===== config.mk =====
export PLATFORM = sky130hd
export DESIGN_NAME = cla_seq_arb
export DESIGN_NICKNAME = d
export VERILOG_FILES = /design/src/rtl/cla_pkg.sv /design/src/rtl/add8.sv /design/src/rtl/cla_seq_arb.sv
export SDC_FILE = /design/constraint.sdc
export NUM_CORES = 1
export LEC_CHECK = 0
export ABC_AREA = 1
export BUFFER_PORTS_ARGS = -buffer_cell sky130_fd_sc_hd__buf_2
export CAP_MARGIN = 5
export CORE_ASPECT_RATIO = 0.8
export CORE_MARGIN = 2
export CORE_UTILIZATION = 48
export CTS_CLUSTER_DIAMETER = 50
export CTS_CLUSTER_SIZE = 40
export DETAILED_ROUTE_END_ITERATION = 12
export PLACE_DENSITY_LB_ADDON = 0.08
export SYNTH_ARGS = -nofsm -noshare
export SYNTH_HDL_FRONTEND = slang
export SYNTH_SLANG_ARGS = --single-unit

===== constraint.sdc =====
create_clock -name clk -period 4.2 [get_ports clk]
set_clock_uncertainty 0.1 [all_clocks]
set_input_delay 0.42 -clock clk [delete_from_list [all_inputs] [get_ports clk]]
set_output_delay 0.42 -clock clk [all_outputs]
set_load 0.02 [all_outputs]

===== src/rtl/cla_pkg.sv =====
// Shared types and constants for the byte-serial CLA add/subtract sequencer.
package cla_pkg;

  typedef enum logic [1:0] {
    IDLE = 2'd0,
    RUN  = 2'd1,
    DONE = 2'd2
  } state_t;

  localparam int NBYTES_DEF = 4;
  localparam int ID_W       = 1;

  // Width of the byte index; never narrower than one bit.
  function automatic int idx_width(input int n);
    return (n > 1) ? $clog2(n) : 1;
  endfunction

endpackage


===== src/rtl/add8.sv =====
// 8-bit carry-lookahead adder slice built from two 4-bit lookahead groups.
module add8 (
  input  logic [7:0] A,
  input  logic [7:0] B,
  input  logic       CIN,
  output logic [7:0] OUT,
  output logic       COUT
);

  // Returns carries c[4:1] of a 4-bit group, flattened two-level lookahead.
  function automatic logic [3:0] cla4(input logic [3:0] p, input logic [3:0] g, input logic ci);
    logic [3:0] c;
    c[0] = g[0] | (p[0] & ci);
    c[1] = g[1] | (p[1] & g[0]) | (p[1] & p[0] & ci);
    c[2] = g[2] | (p[2] & g[1]) | (p[2] & p[1] & g[0]) | (p[2] & p[1] & p[0] & ci);
    c[3] = g[3] | (p[3] & g[2]) | (p[3] & p[2] & g[1]) | (p[3] & p[2] & p[1] & g[0])
         | (&p & ci);
    return c;
  endfunction

  logic [7:0] w_p;
  logic [7:0] w_g;
  logic [3:0] w_c_lo;
  logic [3:0] w_c_hi;
  logic [7:0] w_cin_bits;

  assign w_p = A ^ B;
  assign w_g = A & B;

  // Lookahead carries for the low group, then the high group chained on c4.
  always_comb begin
    w_c_lo     = cla4(w_p[3:0], w_g[3:0], CIN);
    w_c_hi     = cla4(w_p[7:4], w_g[7:4], w_c_lo[3]);
    w_cin_bits = {w_c_hi[2:0], w_c_lo[3:0], CIN};
  end

  assign OUT  = w_p ^ w_cin_bits;
  assign COUT = w_c_hi[3];

endmodule


===== src/rtl/cla_seq_arb.sv =====
// Byte-serial NBYTES x 8 add/subtract sequencer sharing one add8 slice
// between two round-robin arbitrated requesters.
module cla_seq_arb
  import cla_pkg::*;
#(
  parameter int NBYTES = NBYTES_DEF
) (
  input  logic                  clk,
  input  logic                  rst,
  input  logic                  req0_valid,
  output logic                  req0_ready,
  input  logic [8*NBYTES-1:0]   req0_a,
  input  logic [8*NBYTES-1:0]   req0_b,
  input  logic                  req0_sub,
  input  logic                  req1_valid,
  output logic                  req1_ready,
  input  logic [8*NBYTES-1:0]   req1_a,
  input  logic [8*NBYTES-1:0]   req1_b,
  input  logic                  req1_sub,
  output logic                  rsp_valid,
  input  logic                  rsp_ready,
  output logic [ID_W-1:0]       rsp_id,
  output logic [8*NBYTES-1:0]   rsp_sum,
  output logic                  rsp_cout,
  output logic                  rsp_ovf
);

  localparam int W  = 8 * NBYTES;
  localparam int KW = idx_width(NBYTES);

  state_t          r_state;
  state_t          w_state_nxt;
  logic [KW-1:0]   r_k;
  logic            r_carry;
  logic            r_ptr;
  logic [ID_W-1:0] r_id;
  logic [W-1:0]    r_a;
  logic [W-1:0]    r_b;
  logic [W-1:0]    r_sum;

  logic            w_grant_any;
  logic            w_grant_id;
  logic            w_sel_sub;
  logic [7:0]      w_add_a;
  logic [7:0]      w_add_b;
  logic [7:0]      w_add_out;
  logic            w_add_cout;

  // Byte mux into the shared slice; byte k of the captured operands.
  assign w_add_a = r_a[8*r_k +: 8];
  assign w_add_b = r_b[8*r_k +: 8];

  add8 u_add8 (
    .A    (w_add_a),
    .B    (w_add_b),
    .CIN  (r_carry),
    .OUT  (w_add_out),
    .COUT (w_add_cout)
  );

  // Next-state, round-robin grant and ready generation.
  always_comb begin
    // NOTE: every output of this block is assigned a default first so no path leaves it holding a value (no latch).
    w_state_nxt = r_state;
    w_grant_any = 1'b0;
    w_grant_id  = 1'b0;
    req0_ready  = 1'b0;
    req1_ready  = 1'b0;
    case (r_state)
      IDLE: begin
        if (!rst && (req0_valid || req1_valid)) begin
          w_grant_any = 1'b1;
          // On a tie the requester not granted last wins.
          w_grant_id  = (req0_valid && req1_valid) ? ~r_ptr : req1_valid;
          req0_ready  = ~w_grant_id;
          req1_ready  = w_grant_id;
          w_state_nxt = RUN;
        end
      end
      RUN: begin
        if (r_k == KW'(NBYTES - 1)) w_state_nxt = DONE;
      end
      DONE: begin
        if (rsp_ready) w_state_nxt = IDLE;
      end
      default: w_state_nxt = IDLE;
    endcase
  end

  assign w_sel_sub = w_grant_id ? req1_sub : req0_sub;

  // State register.
  always_ff @(posedge clk or posedge rst) begin
    // NOTE: sequential state uses non-blocking assignments so every register samples pre-edge values.
    if (rst) r_state <= IDLE;
    else     r_state <= w_state_nxt;
  end

  // Operand capture on grant, then one sum byte and carry per RUN cycle.
  always_ff @(posedge clk or posedge rst) begin
    if (rst) begin
      r_k     <= '0;
      r_carry <= 1'b0;
      r_ptr   <= 1'b1;
      r_id    <= '0;
      r_a     <= '0;
      r_b     <= '0;
      r_sum   <= '0;
    end else begin
      case (r_state)
        IDLE: begin
          if (w_grant_any) begin
            r_ptr   <= w_grant_id;
            r_id    <= ID_W'(w_grant_id);
            r_a     <= w_grant_id ? req1_a : req0_a;
            // Subtract is a + ~b + 1: invert b here, seed the carry with 1.
            r_b     <= (w_grant_id ? req1_b : req0_b) ^ {W{w_sel_sub}};
            r_carry <= w_sel_sub;
            r_k     <= '0;
          end
        end
        RUN: begin
          r_sum[8*r_k +: 8] <= w_add_out;
          r_carry           <= w_add_cout;
          r_k               <= r_k + 1'b1;
        end
        default: ;
      endcase
    end
  end

  assign rsp_valid = (r_state == DONE);
  assign rsp_id    = r_id;
  assign rsp_sum   = r_sum;
  assign rsp_cout  = r_carry;
  assign rsp_ovf   = (r_a[W-1] == r_b[W-1]) && (r_sum[W-1] != r_a[W-1]);

endmodule

# After elaboration in Yosys (flattened, before gate mapping)

Cells that the tools add are included.

Shifts and indexed selects: 4
Reductions and logical operators: 12
Add/sub/neg operators: 2
Muxes and demuxes: 19
Bitwise gates (word level): 56
Equal/unequal tests: 9

Operator list:

| cell                      | number |
|---|---|
| $mux W32                  | 2 |
| $shiftx A32 B6 Y8         | 2 |
| $neg A5 Y34               | 1 |
| $shift A8 B34 Y32 const A | 1 |
| $shiftx A8 B34 Y32        | 1 |
| $bwmux W32                | 1 |
| $xor A32 B32 Y32          | 1 |
| $and A1 B1 Y1             | 30 |
| $or A1 B1 Y1              | 20 |
| $xor A8 B8 Y8             | 2 |
| $mux W1                   | 9 |
| $and A8 B8 Y8             | 1 |
| $mux W2                   | 4 |
| $reduce_and A4 Y1         | 2 |
| $ne A2 B2 Y1 const B      | 3 |
| $pmux W2 S3               | 1 |
| $eq A2 B2 Y1 const B      | 2 |
| $pmux W2 S2               | 1 |
| $reduce_and A2 Y1         | 2 |
| $logic_and A1 B1 Y1       | 3 |
| $reduce_and A3 Y1         | 1 |
| $add A2 B1 Y2 const B     | 1 |
| $eq A2 B1 Y1 const B      | 1 |
| $logic_not A2 Y1          | 1 |
| other kinds (8)           | 9 |

Word-level logic and storage cells: 110
Register bits: 103
Output and inout port bits: 38
Input port bits: 135

# Depth between registers and ports, before layout

Gate-level depths: netlist of run 1.

Depth after elaboration: 12
Depth in mapped cells: 16
Mapped depth without buffers: 15

# By module

Synthesis of run 1 repeated with hierarchy kept, for this count alone.

Cells, all modules: 972
Area total of the unflattened synthesis: 6580.1 um2

By module, submodules not included:

| module      | cells each | area each (um2) | times used |
|---|---|---|---|
| cla_seq_arb | 917        | 6218.5          | 1 |
| add8        | 55         | 361.6           | 1 |

# Worst setup path before layout of run 1

No wires, ideal clock.

Path type: in2out
Start: input rst
End: output req1_ready
Data arrival time: 3.749 ns
Path slack: -0.069 ns
Stages on the path: 7
Required time: 3.680 ns
Cells stage by stage: inv_1 o21ai_2 nor2_8 nand2_4 clkinv_2 buf_4 buf_2

Word-level cells in the longest chain between the ends: 4

Ends and longest elaborated chain:

| what                              | RTL line          | source |
|---|---|---|
| start, declared                   | cla_seq_arb.sv:9  | `input logic rst,` |
| $logic_not A1 Y1 (no source line) | --                |  |
| $logic_and A1 B1 Y1               | cla_seq_arb.sv:71 | `if (!rst && (req0_valid \|\| req1_valid)) begin` |
| $mux W1                           | cla_seq_arb.sv:71 |  |
| $mux W1                           | cla_seq_arb.sv:69 | `case (r_state)` |
| end, declared                     | cla_seq_arb.sv:16 | `output logic req1_ready,` |

Every way passes these cells.

# Final worst setup path of run 1

Start: register r_k[0]
End: register r_sum[13], in the netlist rsp_sum[13]

Word-level cells in the longest chain between the ends: 12
Elaborated cells on any way between the ends: 50
Classes of those cells: add/sub: 1; shift: 4; mux: 1; bitwise: 43; reduce/logical: 1

Ends and longest elaborated chain:

| what                                                               | RTL line                             | source |
|---|---|---|
| start, declared                                                    | cla_seq_arb.sv:33                    | `logic [KW-1:0] r_k;` |
| start signal, assigned                                             | cla_seq_arb.sv:125                   | `r_k <= r_k + 1'b1;` |
| $shiftx A32 B6 Y8 (on tied branches)                               | cla_seq_arb.sv:50, cla_seq_arb.sv:51 |  |
| $xor A8 B8 Y8 / $and A8 B8 Y8 (equally long branches)              | add8.sv:27, add8.sv:28               |  |
| $and A1 B1 Y1                                                      | add8.sv:16                           | `c[3] = g[3] \| (p[3] & g[2]) \| (p[3] & p[2] & g[1]) \| (p[3] & p[2] & p[1] & g[0])` |
| $or A1 B1 Y1 / $and A1 B1 Y1 (equally long branches) (2 in series) | add8.sv:16                           |  |
| $or A1 B1 Y1                                                       | add8.sv:16                           |  |
| $or A1 B1 Y1                                                       | add8.sv:17                           | `\| (&p & ci);` |
| $and A1 B1 Y1 (on tied branches)                                   | add8.sv:13, add8.sv:14, add8.sv:15   |  |
| $or A1 B1 Y1 (on tied branches)                                    | add8.sv:13, add8.sv:14, add8.sv:15   |  |
| $xor A8 B8 Y8                                                      | add8.sv:37                           | `assign OUT = w_p ^ w_cin_bits;` |
| $shiftx A8 B34 Y32                                                 | cla_seq_arb.sv:123                   | `r_sum[8*r_k +: 8] <= w_add_out;` |
| $bwmux W32 *                                                       | cla_seq_arb.sv:123                   |  |
| end signal, assigned by index                                      | cla_seq_arb.sv:123                   |  |
| end, declared                                                      | cla_seq_arb.sv:39                    | `logic [W-1:0] r_sum;` |

Every way passes the cells marked *; elsewhere a longest branch is shown, timed or not.
A chain may end at the register's enable or synchronous reset.

==> impl_metrics.py, run 1 <==
metrics = {
    "power": {
        "power.density_nw_per_um2": 776.7,
        "p_leak_nw": 3.989,
        "vdd_drop_max_uv": 410.3,
    },
    "yosys": {
        "async_flop_share": 1.000,
        "synth_top_area_cell": "dfrtp_1",
        "synth_cell_types": 42,
        "synth_edf_count": 0,
        "synth_top_area_share": 0.4299,
        "syn_area_um2": 5937,
        "ys_ff_latch": 103,
        "synth.yosys.seq_area_share": 0.4344,
        "ys.flop_type": "dfrtp_1",
        "synth_cells": 821,
        "synth.avg_cell_area_um2": 7.231,
        "synth_nets": 971,
        "yosysWarnings": 0,
        "synthTopCellsByArea": "dfrtp_1, nand2_1, nand3_1",
    },
    "setup_path": {
        "crit_path_max_incr_delay_ns": 0.76,
        "critPathSlowestCell": "clkinv_1",
        "r2r-end": "rsp_sum[13]",
        "reg2reg_from": "r_k[0]",
        "path_class": "reg -> reg",
        "cp-end-kind": "register",
        "arrival_ns": 3.94,
        "reg2reg_depth": 13,
        "required_ns": 4.37,
        "start_kind": "register",
        "critical_path.max_fanout": 31,
        "r2r_setup_slack_ns": 0.42,
        "critical_path_buf_inv_count": 2,
        "cpLargestDelayFamily": "buffers and inverters",
        "cp_cell_sequence": "clkinv_1, o21ai_0, o22ai_1, ha_1, nand2_1, inv_1, nand3_1, nand2_1, fa_1, xnor2_1, nor2_1, nand2_1, o21ai_0",
        "crit_top_cell": "nand2_1",
        "startpoint": "r_k[0]",
    },
    "floorplanning": {
        "die_h_um": 103.5,
        "die_area_um2": 13280,
        "die_w_um": 128.3,
        "ioPinCount": 173,
        "fp-row-count": 36,
        "core-area_um2": 12120,
        "initial_utilization": 0.4900,
    },
    "routing": {
        "wire_per_inst_um": 14.24,
        "drtAntennaViolNets": 0,
        "drtIter0Drc": 434,
        "via_count": 5900,
        "drtPass1Iterations": 5,
        "drc": 0,
        "routed_via_density": 5.226,
        "wl_mm": 16.08,
    },
    "finish": {
        "drive_gt1_frac": 0.2201,
        "antenna_cells": 0,
        "fin_cells": 1129,
        "nNetsFinal": 1122,
        "final_common_cell": "nand2_1",
        "area_growth_pct": 20.70,
        "mostFrequentLayoutCells": "nand2_1, buf_2, nand3_1",
    },
    "timing": {
        "period_needed_ns": 3.777,
        "rsz0062_at_grt": "no",
        "tightest_slew_ns": 0.8552,
        "drv_slew": 0,
        "max_freq_ghz": 0.2648,
        "setup_viol": 0,
        "hold_viol_final": 0,
        "max_slew_margin": 0.4277,
        "tns_ns": 0,
        "period_share": 0.8992,
    },
    "place": {
        "gp_congestion": 0.8389,
        "hpwl_mm": 11.78,
        "numPlacedInstances": 1113,
        "port_buffers": 172,
    },
    "clock_network": {
        "cts_setup_buffers": 0,
        "cts.sinks": 103,
        "cts_hold_buf": 0,
        "cts_buffers": 9,
        "ctsResizeCount": 0,
        "path_clk_slew_ns": 0.07,
        "h-tree-depth": 3,
        "insertion_delay_ns": 0.35,
        "cts_root_buf": "clkbuf_16",
        "cts_tree": "yes",
        "cts.path.max_buffers": 2,
    },
    "global_route": {
        "grt_util_met1": 0.3766,
        "grt_pass1_vias": 5336,
        "grt_pass1_wl_mm": 26.63,
        "grt_max_degree": 66,
        "antenna_found_initial": 0,
        "grt.total_usage": 0.2549,
        "use_met2": 0.3920,
        "grt.overflow.total": 0,
        "grtUsageMet3": 0.05556,
        "busiest_layer": "met2",
    },
    "worst_hold_path": {
        "holdCritPathClass": "in -> reg",
        "hold_depth": 2,
        "hp-start": "rsp_ready",
        "hold_path_end": "r_state[1]",
    },
    "run": {
        "cap_violations": 0,
    },
    "outcome": {
        "status": "finished clean",
    },
}
-- stage by stage --
stage	total power [mW]	hold WS, ns	setup WS (ns)	util	area, µm²
after floorplan	3.831	0.3432	0.7515	-	5941
after global placement	4.690	0.3511	0.6349	0.5670	6870
after detailed placement	4.747	0.3563	0.4887	0.5670	6870
after CTS	5.580	0.1442	0.4786	0.5914	7166
after global routing	6.097	0.1514	0.06489	0.5914	7166
final	5.566	0.1532	0.4233	0.5914	7166
-- synthesized netlist by cell type (2+ instances only) --
cell type / instances
inv_1: 52
xor2_1: 2
nand2_2: 4
a21o_1: 2
o21ai_0: 45
fa_1: 2
a32oi_1: 2
clkbuf_1: 16
buf_2: 19
a21oi_1: 5
inv_2: 4
o21ai_1: 5
nand3_1: 103
nand2_1: 332
buf_1: 4
ha_1: 13
nor2_1: 41
o211ai_1: 2
nand4_1: 4
o22ai_1: 15
or2_1: 21
o31ai_1: 3
dfrtp_1: 102
a22o_1: 5
-- logic make-up after synthesis --
family / after synthesis / synth area share
AO/OA/AOI/OAI: 89 / 0.08978
adder cells (fa/ha/maj): 15 / 0.03414
flip-flops: 103 / 0.4344
XOR/XNOR: 3 / 0.004427
buffers and inverters: 99 / 0.06870
AND/OR/NAND/NOR: 512 / 0.3686
-- sequential cells by signal, summed over array words and instances, names as in the netlist --
name and count:
r_b 32, r_state 2, r_ptr 1, r_k 2, rsp_sum 32, r_a 32, rsp_id 1, rsp_cout 1
-- cell type report --
type                       count  area [µm²]
multi-input combinational    619        2950
clock buffer                  13       270.3
sequential                   103        2579
clock inverter                 3       25.02
timing repair buffer         181       928.4
tap                          152       190.2
fill                        1165        4951
inverter                      58       222.7
-- worst max-delay path by stage --
stage                             end  slack [ns]  depth (start not counted)
after global placement    rsp_sum[13]        0.63                         13
final                     rsp_sum[13]        0.42                         13
after global routing      rsp_sum[29]        0.06                         13
after detailed placement  rsp_sum[13]        0.49                         13
after floorplan            req1_ready        0.75                          7
after CTS                 rsp_sum[13]        0.48                         13
-- layer usage --
| metal | part of all wire | routed length, µm |
|---|---|---|
| met1 | 0.48 | 7715 |
| met2 | 0.44 | 7095 |
| met3 | 0.067 | 1084 |
| met4 | 0.012 | 185 |
| met5 | 0 | 0 |
-- worst reg2reg max path: cells and delay by family, from the launching register on --
| family | cells | cell delay, ns |
|---|---|---|
| AOI/OAI and AO/OA | 3 | 0.71 |
| xor gates and xnor gates | 1 | 0.15 |
| adders and majority gates | 2 | 0.75 |
| buffers and inverters | 2 | 0.80 |
| DFF | 1 | 0.70 |
| and+or+nand+nor | 5 | 0.48 |
-- power breakdown --
part	internal, mW	leakage [nW]	switching, mW
Clock	0.454	0.142	0.366
Combinational	1.02	2.53	1.94
Sequential	1.44	1.31	0.350
Total	2.91	3.99	2.65
Note: power is estimated with default switching activity, not from simulation.
==> inputs of run 2 (changes only) <==
--- a/config.mk
+++ b/config.mk
@@ -10,7 +10,7 @@
 export CAP_MARGIN = 5
 export CORE_ASPECT_RATIO = 0.8
 export CORE_MARGIN = 2
-export CORE_UTILIZATION = 48
+export CORE_UTILIZATION = 53
 export CTS_CLUSTER_DIAMETER = 50
 export CTS_CLUSTER_SIZE = 40
 export DETAILED_ROUTE_END_ITERATION = 12
==> constraint.sdc (replaced) <==
create_clock -name clk -period 3.5 [get_ports clk]
set_clock_uncertainty 0.1 [all_clocks]
set_input_delay 0.35 -clock clk [delete_from_list [all_inputs] [get_ports clk]]
set_output_delay 0.35 -clock clk [all_outputs]
set_load 0.02 [all_outputs]
==> run 2 against run 1 <==
Effect of this change:
- critical path depth is 1 higher
- via count is 2.0% lower
- largest cell class unchanged
- count of clock-buffer cells in the layout is 1 lower
- die area is 9.1% lower
- register-to-register slack better by 0.14 ns
- highest routed layer unchanged
- fmax is 29% higher
==> impl_metrics.py, run 2 (synthesis gave the netlist of run 1 again) <==
metrics = {
    "outcome": {
        "status": "finished clean",
    },
    "floorplanning": {
        "initial_utilization": 0.5452,
        "fp-row-count": 34,
        "ioPinCount": 173,
        "die_w_um": 122.3,
        "core-area_um2": 10890,
        "die_h_um": 98.67,
        "die_area_um2": 12070,
    },
    "timing": {
        "tightest_slew_ns": 0.8223,
        "holdWs_ns": 0.08084,
        "setup_viol": 0,
        "max_slew_margin": 0.4497,
        "drv_slew": 0,
        "max_freq_ghz": 0.3408,
        "period_needed_ns": 2.934,
        "hold_viol_final": 0,
        "rsz0062_at_grt": "no",
        "period_share": 0.8384,
        "tns_ns": 0,
    },
    "place": {
        "hpwl_mm": 11.42,
        "gp_congestion": 0.8515,
        "port_buffers": 172,
    },
    "routing": {
        "drtAntennaViolNets": 0,
        "drtPass1Iterations": 5,
        "wl_mm": 15.39,
        "via_count": 5784,
        "routed_via_density": 5.155,
        "drtIter0Drc": 319,
        "drc": 0,
        "wire_per_inst_um": 13.72,
    },
    "global_route": {
        "grt_pass1_wl_mm": 25.92,
        "grt_util_met1": 0.3996,
        "busiest_layer": "met2",
        "grt.overflow.total": 0,
        "grt.total_usage": 0.2725,
        "use_met2": 0.4171,
        "grt_max_degree": 66,
        "grtUsageMet3": 0.06771,
        "antenna_found_initial": 0,
        "grt_pass1_vias": 5387,
    },
    "power": {
        "p_leak_nw": 3.987,
        "vdd_drop_max_uv": 580.7,
        "power.density_nw_per_um2": 928.6,
    },
    "worst_hold_path": {
        "holdCritPathClass": "in -> reg",
    },
    "finish": {
        "mostFrequentLayoutCells": "nand2_1, buf_2, nand3_1",
        "final_common_cell": "nand2_1",
        "register_area_um2": 2579,
        "drive_gt1_frac": 0.2209,
        "fillers": 1007,
        "area_growth_pct": 20.48,
        "post-route-util": 0.6568,
        "antenna_cells": 0,
        "nNetsFinal": 1123,
        "multi_input_area_um2": 2950,
    },
    "clock_network": {
        "cts_buffers": 9,
        "path_clk_slew_ns": 0.07,
        "cts_tree": "yes",
        "cts.path.max_buffers": 2,
        "cts_hold_buf": 0,
        "ctsResizeCount": 0,
        "insertion_delay_ns": 0.35,
        "cts.sinks": 103,
        "cts_setup_buffers": 0,
        "cts_root_buf": "clkbuf_16",
        "h-tree-depth": 3,
    },
    "setup_path": {
        "arrival_ns": 3.11,
        "required_ns": 3.67,
        "critical_path.max_fanout": 16,
        "path_class": "reg -> reg",
        "cp-end-kind": "register",
        "start_kind": "register",
    },
    "run": {
        "cap_violations": 0,
    },
}
-- run 2: cell types whose count changed in the layout (fill, tap and decap cells not counted) --
cell        before  now
buf_4            9   10
clkbuf_8         3    2
clkinv_2         1    2
clkinv_4         1    0
clkinvlp_4       2    3
-- run 2: metrics by stage --
stage	setup WS (ns)	power (mW)	cell area, µm²	instances
after detailed placement	0.5919	5.637	6868	1106
after CTS	0.5767	6.631	7153	1122
after global placement	0.7069	5.579	6868	1106
final	0.5656	6.642	7153	1122
after floorplan	0.1915	4.597	5941	821
after global routing	0.1875	7.250	7153	1122
-- run 2: per-layer routing --
metal / wire (µm) / part of all wire / vias up
met5: 0 / 0 / -
met4: 138 / 0.0090 / 0
met3: 1050 / 0.068 / 11
met2: 6830 / 0.44 / 180
met1: 7368 / 0.48 / 2656
li1: - / - / 2937
-- run 2: layout make-up --
class	count	area share
Timing Repair Buffer	182	0.1308
Sequential cell	103	0.3605
Multi-Input combinational cell	619	0.4125
Inverter	58	0.03114
Tap cell	144	0.02519
Clock inverter	4	0.004023
Clock buffer	12	0.03586
-- run 2: critical path: stages, from the launching register on --
cell,delay [ns]
dfrtp_1,0.35
clkinv_1,0.29
buf_4,0.30
o21ai_0,0.17
o22ai_1,0.11
ha_1,0.33
nand2_1,0.08
inv_1,0.04
nand3_1,0.07
nand2_1,0.10
fa_1,0.39
xnor2_1,0.15
nor2_1,0.14
nand2_1,0.07
o21ai_0,0.17
-- run 2: report_power, final --
part	switching, mW	total, mW	internal (mW)
registers	0.381	2.11	1.73
logic	2.34	3.57	1.23
clock network	0.438	0.961	0.523
total	3.16	6.64	3.48
-- run 2: path summary, 6_finish.rpt --
path                             start          end  slack, ns  cells past startpoint
hold reg to reg            rsp_sum[19]  rsp_sum[19]       0.38                      2
hold / removal               rsp_ready   r_state[1]       0.08                      2
setup reg to reg                r_k[0]  rsp_sum[13]       0.57                     14
min in group asynchronous          rst   r_state[1]       0.16                      3
setup / recovery                r_k[0]  rsp_sum[13]       0.57                     14
max in group asynchronous          rst       r_a[2]       2.02                      4
